`src/rtl/pb_sample_feeder.sv`:
```
// Rate-paced byte feeder: a small FIFO drained one byte per sample tick into a held
// output register, with an interrupt pulse per delivered byte and underrun tracking.
module pb_sample_feeder #(
    parameter int PERIOD_CYCLES = 2500,
    parameter int FIFO_DEPTH    = 4,
    parameter int IRQ_CYCLES    = 4
) (
    input  logic                          clk,
    input  logic                          reset,
    input  logic                          enable,
    input  logic [7:0]                    in_data,
    input  logic                          in_valid,
    output logic                          in_ready,
    output logic [7:0]                    sample_data,
    output logic                          sample_irq,
    input  logic                          clear_underrun,
    output logic                          underrun,
    output logic [7:0]                    underrun_count,
    output logic [$clog2(FIFO_DEPTH):0]   fifo_level
);
    localparam int AW = $clog2(FIFO_DEPTH);
    localparam int LW = AW + 1;
    localparam int CW = $clog2(PERIOD_CYCLES);
    localparam int IW = $clog2(IRQ_CYCLES + 1);

    logic [7:0]    mem [FIFO_DEPTH];

    logic [CW-1:0] tick_cnt_q, tick_cnt_d;
    logic [IW-1:0] irq_cnt_q, irq_cnt_d;
    logic [AW-1:0] wr_ptr_q, wr_ptr_d;
    logic [AW-1:0] rd_ptr_q, rd_ptr_d;
    logic [LW-1:0] level_q, level_d;
    logic [7:0]    sample_q, sample_d;
    logic          irq_q, irq_d;
    logic          underrun_q, underrun_d;
    logic [7:0]    ucount_q, ucount_d;

    logic tick;
    logic push;
    logic pop;
    logic fifo_empty;

    assign fifo_empty = (level_q == '0);
    assign in_ready   = (level_q != LW'(FIFO_DEPTH));
    assign tick       = enable && (tick_cnt_q == CW'(PERIOD_CYCLES - 1));
    assign push       = in_valid && in_ready;
    assign pop        = tick && !fifo_empty;

    always_comb begin
        tick_cnt_d = tick_cnt_q;
        irq_cnt_d  = irq_cnt_q;
        wr_ptr_d   = wr_ptr_q;
        rd_ptr_d   = rd_ptr_q;
        level_d    = level_q;
        sample_d   = sample_q;
        underrun_d = underrun_q;
        ucount_d   = ucount_q;

        if (!enable || tick) begin
            tick_cnt_d = '0;
        end else begin
            tick_cnt_d = tick_cnt_q + CW'(1);
        end

        if (push) begin
            wr_ptr_d = wr_ptr_q + AW'(1);
        end
        if (pop) begin
            rd_ptr_d = rd_ptr_q + AW'(1);
            sample_d = mem[rd_ptr_q];
        end
        level_d = level_q + LW'(push) - LW'(pop);

        if (pop) begin
            irq_cnt_d = IW'(IRQ_CYCLES);
        end else if (irq_cnt_q != '0) begin
            irq_cnt_d = irq_cnt_q - IW'(1);
        end
        irq_d = (irq_cnt_d != '0);

        // The clear takes priority over an empty tick arriving in the same cycle.
        if (clear_underrun) begin
            underrun_d = 1'b0;
            ucount_d   = '0;
        end else if (tick && fifo_empty) begin
            underrun_d = 1'b1;
            if (ucount_q != 8'hFF) begin
                ucount_d = ucount_q + 8'd1;
            end
        end
    end

    always_ff @(posedge clk or posedge reset) begin
        if (reset) begin
            tick_cnt_q <= '0;
            irq_cnt_q  <= '0;
            wr_ptr_q   <= '0;
            rd_ptr_q   <= '0;
            level_q    <= '0;
            sample_q   <= '0;
            irq_q      <= 1'b0;
            underrun_q <= 1'b0;
            ucount_q   <= '0;
        end else begin
            tick_cnt_q <= tick_cnt_d;
            irq_cnt_q  <= irq_cnt_d;
            wr_ptr_q   <= wr_ptr_d;
            rd_ptr_q   <= rd_ptr_d;
            level_q    <= level_d;
            sample_q   <= sample_d;
            irq_q      <= irq_d;
            underrun_q <= underrun_d;
            ucount_q   <= ucount_d;
        end
    end

    // Storage carries no reset so it can map onto plain distributed memory.
    always_ff @(posedge clk) begin
        if (push) begin
            mem[wr_ptr_q] <= in_data;
        end
    end

    assign sample_data    = sample_q;
    assign sample_irq     = irq_q;
    assign underrun       = underrun_q;
    assign underrun_count = ucount_q;
    assign fifo_level     = level_q;
endmodule

```
`config.mk`:
```
export PLATFORM = sky130hd
export DESIGN_NAME = pb_sample_feeder
export DESIGN_NICKNAME = d
export VERILOG_FILES = /design/src/rtl/pb_sample_feeder.sv
export SDC_FILE = /design/constraint.sdc
export NUM_CORES = 1
export LEC_CHECK = 0
export CAP_MARGIN = 10
export CORE_MARGIN = 1
export CORE_UTILIZATION = 50
export DETAILED_ROUTE_END_ITERATION = 8
export PLACE_DENSITY = 0.85
export RECOVER_POWER = 100
export SYNTH_ARGS = -nofsm -noshare
export SYNTH_HDL_FRONTEND = slang
export SYNTH_SLANG_ARGS = --single-unit
```
`constraint.sdc`:
```
create_clock -name clk -period 2.8 [get_ports clk]
set_clock_uncertainty 0.15 [all_clocks]
set_input_delay 0.56 -clock clk [delete_from_list [all_inputs] [get_ports clk]]
set_output_delay 0.56 -clock clk [all_outputs]
set_load 0.01 [all_outputs]
```
==> results_dict.tcl, run 1 <==
set metrics [dict create \
    ioPinCount 35 \
    internal-power_mw 1.90 \
    fin_crit_sh_pct 99.7 \
    tightest_slew_ns 0.985 \
    tns_ns 0 \
    die-height_um 80.9 \
    start_util_pct 52.2 \
    rsz0062_at_grt "yes" \
    maxCapViolCount 0 \
    rr_endpoint "fifo_level[2]$_DFF_PP0_" \
    yosysWarningCount 0 \
    clk_pin_slew_ns 0.07 \
    vdd_drop_max_v 0.000451 \
    regToRegSetupSlack_ns 0.008 \
    synth_edf_count 32 \
    h-tree-depth 3 \
    worstSetupEndpoint "fifo_level[2]$_DFF_PP0_" \
    relSlewSlack_pct 34.3 \
    grt_pass1_vias 2021 \
    min_period_ns 2.79 \
    worstSetupStartpoint "tick_cnt_q[1]$_DFF_PP0_" \
    grtUsageTotal_pct 20.7 \
    die_w_um 80.9 \
    worstSetupEndpointType "flop" \
    fillers 462 \
    synth_seq_cells 72 \
    synthXorXnorAreaFrac_pct 4.79 \
    nets 301 \
    overflow 0 \
    postRouteAntennaNets 0 \
    synth_area_mm2 0.00311 \
    reg2reg_depth 7 \
    netlist_instances 223 \
    setup_violations 0 \
    fmax_mhz 358 \
    wl_per_cell_um 16.2 \
    drt_iter0_drc 80 \
    detailedPlacementHpwl_um 3940 \
    worst-setup-path-type "flop to flop" \
    switching_power_mw 0.644 \
    cp_data_required_time_ns 2.86 \
    core_area_mm2 0.00596 \
    cts-hold-fix-buffers 0 \
    port_buffers 34 \
    vias 1959 \
    rows 28 \
    synth_fp_nets 247 \
    globalplace.congestion 0.795 \
    dpl.cell_count 340 \
    drc 0 \
    grt_max_degree 41 \
    grt_pass1_wl_um 9760 \
    maxSlewViolCount 0 \
    dpl_cell_area_mm2 0.00367 \
    drive_above_1_share_pct 19.5 \
    start_kind "flop" \
    whs_ns 0.360 \
    dieArea_mm2 0.00654 \
    synth_fa_ha_area_share_pct 4.67 \
    async_flop_share_pct 55.6 \
    cts_buffers 9 \
    power_frac_seq_pct 51.5 \
    tritoncts "built" \
    outcome "complete, no violations" \
    finalWirelength_um 5780 \
    root_buffer "clkbuf_8" \
    reg2reg_from "tick_cnt_q[1]$_DFF_PP0_" \
    instances_no_fill 357 \
    yosys.area_share.simple_pct 11.7 \
    worst_ep_arrival_time_ns 2.86 \
    fin_area_mm2 0.00388 \
    clock_path_buffers 2 \
    clock-sinks 72 \
    synth_compound_area_share_pct 3.90 \
    antenna-diode-count 0 \
    combPwrFrac_pct 16.1 \
    synth_cell_types 40 \
    hp-class "flop to flop" \
    power_frac_clock_pct 32.3 \
    seqCellArea_mm2 0.00196 \
    vias_per_cell 5.49 \
    first_pass_iters 4 \
    ys_seq_area_share_pct 63.1 \
    worstSkewPairLatency_ns 0.34 \
    synthMuxAreaShare_pct 9.37 \
    fin_util_pct 65.1 \
    multi_input_area_mm2 0.00112 \
    final_hold_viol_count 0 \
    antenna_found_initial 0 \
    syn_to_final_growth_pct 24.6 \
    p_leak_nw 1.64 \
    crit_path_max_fanout 3 \
    synthFlopType "dfrtp_1" \
    synth_top_family_by_area "simple AND/OR/NAND/NOR gates" \
    power_density_mw_per_mm2 657 \
    synth_area_per_cell_um2 13.9 \
    p_sw_share_pct 25.3 \
]
## cells in the mapped netlist (2+ instances only)
cell | n | share of area (%)
dfrtp_1 | 40 | 32
and4_1 | 2 | 0.56
nor3_1 | 2 | 0.32
nand4_1 | 4 | 0.80
o41ai_1 | 2 | 0.56
and3_1 | 7 | 1.4
xnor2_1 | 5 | 1.4
xor2_1 | 12 | 3.4
or3_1 | 2 | 0.40
o31ai_1 | 3 | 0.72
nand3_1 | 8 | 1.3
buf_1 | 2 | 0.24
o311ai_0 | 2 | 0.56
ha_1 | 10 | 4.0
edfxtp_1 | 32 | 31
or4_1 | 5 | 1.2
mux2_2 | 9 | 3.3
mux4_2 | 8 | 5.8
a21oi_1 | 6 | 0.97
inv_1 | 13 | 1.6
nor2_1 | 16 | 1.9
buf_2 | 2 | 0.32
o21ai_0 | 2 | 0.32
nand2_1 | 12 | 1.4
clkbuf_1 | 2 | 0.24
## how the worst min path moves through the flow
| stage | start | end | slack (ns) | cells past startpoint |
|---|---|---|---|---|
| 3_5_place_dp | tick_cnt_q[0]$_DFF_PP0_ | tick_cnt_q[0]$_DFF_PP0_ | 0.35 | 1 |
| 3_3_place_gp | tick_cnt_q[0]$_DFF_PP0_ | tick_cnt_q[0]$_DFF_PP0_ | 0.34 | 1 |
| 2_1_floorplan | tick_cnt_q[0]$_DFF_PP0_ | tick_cnt_q[0]$_DFF_PP0_ | 0.32 | 1 |
| 4_1_cts | underrun$_DFFE_PP0P_ | underrun$_DFFE_PP0P_ | 0.37 | 2 |
| 5_1_grt | underrun$_DFFE_PP0P_ | underrun$_DFFE_PP0P_ | 0.37 | 2 |
| 6_report | underrun$_DFFE_PP0P_ | underrun$_DFFE_PP0P_ | 0.36 | 2 |
## flip-flops by register name, indices dropped and copies added, names as in the netlist
signal	count
rd_ptr_q	2
tick_cnt_q	12
sample_irq	1
sample_data	8
mem	32
fifo_level	3
wr_ptr_q	2
underrun_count	8
irq_cnt_q	3
underrun	1
## logic make-up after synthesis
logic type / count (synthesis)
flops: 72
simple gates: 67
buf+inv: 20
compound gates: 18
mux: 18
xor+xnor: 17
fa+ha+maj: 11
## cell type report
| type | count | area share [%] |
|---|---|---|
| Tap cell | 75 | 2.42 |
| Timing Repair Buffer | 50 | 11.5 |
| Clock buffer | 13 | 4.10 |
| Clock inverter | 3 | 1.10 |
| Inverter | 13 | 1.26 |
| Sequential cell | 72 | 50.6 |
| Multi-Input combinational cell | 131 | 29.0 |
## routing by layer
metal	vias to the layer above	GRT usage (%)	share of wire (%)
met5	-	0	0
met4	0	9.64	2.7
met3	12	3.93	3.4
met2	39	34.4	52
met1	979	26.3	42
li1	929	-	-
## repair_timing
item | CTS | global route
resized for setup | 1 | 3
buffers inserted | 1 | 0
endpoints found under the setup margin | 2 | 3
hold endpoints to repair | 0 | 0
## placed cells by master (no fill, tap or decap), types with 2 or more instances in the layout
cell type,instances
a21oi_1,6
and3_1,7
and4_1,2
buf_4,11
clkbuf_1,5
clkbuf_8,11
clkdlybuf4s50_1,5
dfrtp_1,40
dlygate4sd3_1,29
edfxtp_1,32
ha_1,9
inv_1,13
mux2_2,9
mux4_2,8
nand2_1,12
nand3_1,8
nand4_1,4
nor2_1,16
nor3_1,2
o21ai_0,2
o311ai_1,2
o31ai_1,3
o41ai_1,2
or4_1,3
or4_4,3
xnor2_1,4
xor2_1,12
## metrics by stage
step                      setup slack, ns  power [mW]
after global placement             -0.298        1.72
final                             0.00796        2.55
after CTS                        -0.00413        2.57
after floorplan                   0.00508        1.55
after global routing              -0.0634        2.67
after detailed placement           -0.406        1.75
## worst max-delay path: stages, from the launching register on
cell,delay (ns)
dfrtp_1,0.39
ha_4,0.14
or4bb_4,0.45
or3_4,0.39
or4_4,0.52
fa_2,0.36
xnor2_2,0.14
xnor2_1,0.12
## power groups by stage
stage | Combinational (mW) | Clock [mW] | Sequential (mW)
final | 0.412 | 0.824 | 1.31
after global routing | 0.453 | 0.890 | 1.32
after CTS | 0.423 | 0.834 | 1.31
after detailed placement | 0.419 | 0 | 1.33
after global placement | 0.404 | 0 | 1.32
after floorplan | 0.223 | 0 | 1.33
Note: power is estimated with default switching activity, not from simulation.
==> inputs of run 2 (changes only) <==
CORE_ASPECT_RATIO = 0.9   (was not set)
==> run 2 against run 1 <==
Worst hold slack better by 0.0016 ns. Register-to-register slack about the same. Largest power group unchanged. Via count decreased by 1.6%. The flow now finishes with violations (negative setup slack).
==> results_dict.tcl, run 2 (synthesis gave the netlist of run 1 again) <==
set metrics [dict create \
    antenna_found_initial 0 \
    rows 26 \
    grtUsageTotal_pct 18.9 \
    largest_reg_flops 32 \
    combPwrFrac_pct 15.5 \
    final_common_cell "dfrtp_1" \
    worst-setup-path-type "flop to flop" \
    crit_family "simple AND/OR/NAND/NOR gates" \
    port_buffers 34 \
    drc 0 \
    worstSetupEndpointType "flop" \
    maxSlewViolCount 0 \
    setup_violations 1 \
    first_pass_iters 4 \
    finalWirelength_um 5590 \
    start_kind "flop" \
    whs_ns 0.362 \
    drive_above_1_share_pct 20.1 \
    relSlewSlack_pct 33.7 \
    top_regs "mem: 32 flops, tick_cnt_q: 12 flops" \
    wl_per_cell_um 16.0 \
    setup_ws_ns -0.00224 \
    min_period_ns 2.80 \
    grt_pass1_vias 1973 \
    critPathSlowestCell "or4_4" \
    worst_ep_arrival_time_ns 2.88 \
    fillers 393 \
    regToRegSetupSlack_ns -0.002 \
    drt_iter0_drc 108 \
    clock-sinks 72 \
    slowest_delay_ns 0.52 \
    mostFrequentLayoutCells "dfrtp_1, edfxtp_1, clkdlybuf4s50_1" \
    grt_pass1_wl_um 9370 \
    worst-path-buf-inv 0 \
    dieArea_mm2 0.00654 \
    worst-path-stages 7 \
    detailedPlacementHpwl_um 3820 \
    maxCapViolCount 0 \
    cts-hold-fix-buffers 0 \
    p_leak_nw 1.57 \
    die-height_um 76.8 \
    violations "negative setup slack" \
    start_util_pct 53.4 \
    outcome "finished with violations" \
    die_w_um 85.1 \
    power_frac_seq_pct 53.1 \
    tightest_slew_ns 0.994 \
    worstSkewPairLatency_ns 0.34 \
    whs_path_depth 1 \
    switching_power_mw 0.645 \
    p_total_mw 2.49 \
    ioPinCount 35 \
    final_hold_viol_count 0 \
    antenna-diode-count 0 \
    vdd_drop_max_v 0.000364 \
    rsz0062_at_grt "yes" \
    pre_cts_ws_ns -0.297 \
    syn_to_final_growth_pct 23.8 \
    clk_pin_slew_ns 0.08 \
    cp_data_required_time_ns 2.87 \
    internal-power_mw 1.85 \
    vias 1928 \
    hp-class "flop to flop" \
    core_area_mm2 0.00582 \
    fin_crit_sh_pct 100 \
    p_sw_share_pct 25.9 \
    vias_per_cell 5.54 \
    grt_max_degree 41 \
    clock_path_buffers 2 \
    h-tree-depth 3 \
    overflow 0 \
    root_buffer "clkbuf_8" \
    power_frac_clock_pct 31.4 \
    reg2reg_depth 7 \
    globalplace.congestion 0.819 \
    fmax_mhz 357 \
    crit_chain "ha_4, or4bb_4, or3_4, or4_4, fa_2, xnor2_2, xnor2_1" \
    top_register "mem" \
    tritoncts "built" \
    postRouteAntennaNets 0 \
    cts_buffers 9 \
    nets 297 \
    crit_path_max_fanout 3 \
    power_density_mw_per_mm2 647 \
]
==> run 2: changes by cell type in the layout (fill, tap and decap cells not counted), sizes merged <==
cell | previous run | this run
dlygate4sd3 | 29 | 10
clkinv | 1 | 4
clkdlybuf4s50 | 5 | 24
clkbuf | 18 | 11
==> run 2: timing repair <==
| item | 4_1_cts | 5_1_grt |
|---|---|---|
| gates resized for setup | 0 | 5 |
| setup buffers | 0 | 1 |
| endpoints found under the setup margin | 0 | 4 |
==> run 2: area by class of cell <==
type,instances,area (um^2),share of cell area [%]
clock buffers,10,128,3.31
clock inverters,6,60.1,1.56
well taps,70,87.6,2.27
repair buffers,46,432,11.2
inverters,13,48.8,1.27
multi-input cells,131,1130,29.4
flip-flops and latches,72,1960,51.0
==> run 2: routing by layer <==
layer  vias up  global-route usage (%)  wire length, um
met5         -                       0                0
met4         0                    9.32              145
met3        11                    4.74              225
met2        39                    30.4             2820
met1       960                    23.9             2400
li1        918                       -                -
==> run 2: path summary, 6_finish.rpt <==
path,startpoint,end
max,tick_cnt_q[0]$_DFF_PP0_,fifo_level[2]$_DFF_PP0_
min reg2reg,sample_data[2]$_DFFE_PP0P_,sample_data[2]$_DFFE_PP0P_
min in group asynchronous,reset,underrun_count[4]$_DFFE_PP0P_
max in group asynchronous,reset,rd_ptr_q[0]$_DFFE_PP0P_
min,sample_data[2]$_DFFE_PP0P_,sample_data[2]$_DFFE_PP0P_
max reg2reg,tick_cnt_q[0]$_DFF_PP0_,fifo_level[2]$_DFF_PP0_
==> run 2: metrics by stage <==
step	instances	TNS [ns]	util (%)	area, um^2
floorplan	223	0	-	3150
finish	348	-0.00224	66.1	3850
global placement	331	-1.17	62.4	3630
detailed placement	331	-1.44	62.4	3630
CTS	347	0	65.6	3820
global route	348	-0.0763	66.1	3850
==> run 2: power by group through the flow <==
| stage | logic [mW] | clock network, mW | registers [mW] |
|---|---|---|---|
| finish | 0.385 | 0.782 | 1.32 |
| global route | 0.429 | 0.840 | 1.34 |
| CTS | 0.380 | 0.796 | 1.32 |
| detailed placement | 0.378 | 0 | 1.34 |
| global placement | 0.359 | 0 | 1.33 |
| floorplan | 0.223 | 0 | 1.33 |
==> edit, RTL diff (config.mk and constraints of run 2) <==
The output `sample_irq` loses its register stage (`irq_q` becomes a continuous assignment).
--- a/src/rtl/pb_sample_feeder.sv
+++ b/src/rtl/pb_sample_feeder.sv
@@ -98,7 +98,6 @@
             rd_ptr_q   <= '0;
             level_q    <= '0;
             sample_q   <= '0;
-            irq_q      <= 1'b0;
             underrun_q <= 1'b0;
             ucount_q   <= '0;
         end else begin
@@ -108,11 +107,12 @@
             rd_ptr_q   <= rd_ptr_d;
             level_q    <= level_d;
             sample_q   <= sample_d;
-            irq_q      <= irq_d;
             underrun_q <= underrun_d;
             ucount_q   <= ucount_d;
         end
     end
+
+    assign irq_q = irq_d;
 
     // Storage carries no reset so it can map onto plain distributed memory.
     always_ff @(posedge clk) begin
Function: no difference found for any inputs over 10 cycles, from zero or initial values and one cycle with reset high; that may be too few to reach the edited logic, so the function may still have changed.
==> edit against run 2 <==
The run ends with design-rule violations, negative setup slack left; final area decreased by 1.0%; setup slack got worse by 0.060 ns; via count increased by 0.41%; sequential cell count decreased by 1; power decreased by 1.6%; area after synthesis decreased by 0.80%; maximum frequency decreased by 2.1%; routed wire length decreased by 0.14%; core utilization decreased by 0.69 points; synthesized cell count decreased by 0.45%; non-clock buffer count decreased by 1; critical endpoint unchanged; largest cell class unchanged; largest power group unchanged.
==> edit: results (changes against run 2) <==
Outcome
  – Run status: complete, but fails checks (unchanged)
  – Failing checks: design-rule violations, negative setup slack (was negative setup slack)

Global routing
  – M1 GR Usage: 0.252 (was 0.239)
  – M2 GR Usage: 0.322 (was 0.304)
  – First-pass GRT wire length: 9.65 mm (was 9.37 mm)
  – All-Layer GR Usage: 0.200 (was 0.189)
  – Vias in the first global route: 2,038 (was 1,973)
  – Largest net degree at the start of global routing: 40 (was 41)
  – Met3 Use GR: 0.0553 (was 0.0474)

Routing
  – # DRC: 3 (was 0)
  – Via count: 1,936 (was 1,928)
  – Drt wl/cell: 16.1 um (was 16.0 um)
  – Drt pass-1 iters: 6 (was 4)
  – 1st-iter DRT viols: 83 (was 108)

Cells and area
  – Layout cells sized above 1: 0.196 (was 0.201)
  – # fillers: 395 (was 393)
  – Layout Nets: 295 (was 297)

Synth
  – Sequential area share after synthesis: 0.628 (was 0.631)
  – Post-synth EDFFs: 32 (unchanged)
  – Synthesized Nets: 246 (was 247)
  – Asr flop ratio synth: 0.549 (was 0.556)
  – Post-synth top cells: dfrtp_1, edfxtp_1, nor2_1 (unchanged)
  – Largest cells by area after synthesis: dfrtp_1, edfxtp_1, mux4_2 (unchanged)

Power
  – Pleak: 1.60 nW (was 1.57 nW)
  – Sw Pwr: 0.675 mW (was 0.645 mW)
  – Max VDD drop: 0.256 mV (was 0.364 mV)

Placed design
  – Routability Congestion: 0.782 (was 0.819)
  – Pre-CTS setup slack: -0.371 ns (was -0.297 ns)
  – Dpl hpwl: 3.79 mm (was 3.82 mm)

Min path
  – Hold path endpoint: sample_data[1] (was sample_data[2])
  – Hold_sp: sample_data[1] (was sample_data[2])

STA
  – Final Worst Setup Slack: -0.0625 ns (was -0.00224 ns)
  – Worst slew pin tran: 0.949 ns (was 0.994 ns)
  – Slew Limit Fails: 0 (unchanged)
  – Final setup viols: 3 (was 1)

Worst setup path
  – R2r startpoint: tick_cnt_q[1] (was tick_cnt_q[0])
  – Crit path DAT: 2.94 ns (was 2.88 ns)

Clock network
  – Clock edge transition at the registers on the reported setup and hold paths: 0.08 ns (about the same)
  – H-tree depth: 3 (unchanged)
[edit: cell types whose count changed after synthesis, sizes merged]
cell / change
dfrtp: -1
[edit: final cells by class]
| cell class | instances | share of cell area |
|---|---|---|
| Clock inverter | 6 | 0.0135 |
| Clock buffer | 10 | 0.0361 |
| Multi-Input combinational cell | 131 | 0.297 |
| Inverter | 13 | 0.0128 |
| Timing Repair Buffer | 45 | 0.110 |
| Tap cell | 70 | 0.0230 |
| Sequential cell | 71 | 0.508 |
[edit: per-stage QoR]
| stage | instances | setup TNS, ns | cell area, um^2 | total power, mW | hold WS, ns |
|---|---|---|---|---|---|
| floorplan | 222 | 0 | 3130 | 1.54 | 0.319 |
| global route | 346 | -0.451 | 3810 | 2.57 | 0.370 |
| CTS | 346 | -0.0766 | 3820 | 2.48 | 0.364 |
| finish | 346 | -0.0722 | 3810 | 2.45 | 0.352 |
| detailed placement | 330 | -2.75 | 3610 | 1.71 | 0.346 |
| global placement | 330 | -1.98 | 3610 | 1.68 | 0.341 |
[edit: worst max-delay path, stage by stage (launching register included)]
cell and delay, ns:
dfrtp_1 0.39, ha_4 0.14, or4bb_4 0.49, or3_4 0.41
or4_4 0.53, fa_2 0.37, xnor2_2 0.15, xnor2_1 0.12
[edit: power groups by stage]
stage / combinational (mW) / clock, mW / sequential [mW]
CTS: 0.404 / 0.764 / 1.31
finish: 0.390 / 0.751 / 1.31
detailed placement: 0.380 / 0 / 1.33
floorplan: 0.222 / 0 / 1.32
global route: 0.436 / 0.812 / 1.32
global placement: 0.367 / 0 / 1.32
[edit: what timing repair did]
item	in CTS	in global routing
pin swaps	2	2
endpoints found under the setup margin	2	5
hold buffers	0	0
gates resized for setup	9	0
[edit: how the worst max path moves through the flow]
stage | startpoint | end | cells past startpoint
6_report | tick_cnt_q[1] | fifo_level[2] | 7
5_1_grt | tick_cnt_q[1] | fifo_level[2] | 7
2_1_floorplan | tick_cnt_q[0] | fifo_level[2] | 9
4_1_cts | tick_cnt_q[1] | fifo_level[2] | 7
3_5_place_dp | enable | underrun_count[2] | 6
3_3_place_gp | enable | underrun_count[6] | 6
[edit: kinds of logic after synthesis]
kind of cell | count (synthesis) | share of synthesized area
buffers and inverters | 20 | 0.0255
multiplexers | 18 | 0.0945
AO/OA/AOI/OAI | 18 | 0.0393
XOR/XNOR | 17 | 0.0483
AND/OR/NAND/NOR | 67 | 0.118
adder cells (fa/ha/maj) | 11 | 0.0470
flip-flops | 71 | 0.628
[edit: routing by layer]
metal,part of all wire,wire (um)
met1,0.42,2360
met2,0.50,2800
met3,0.050,280
met4,0.024,136
met5,0,0
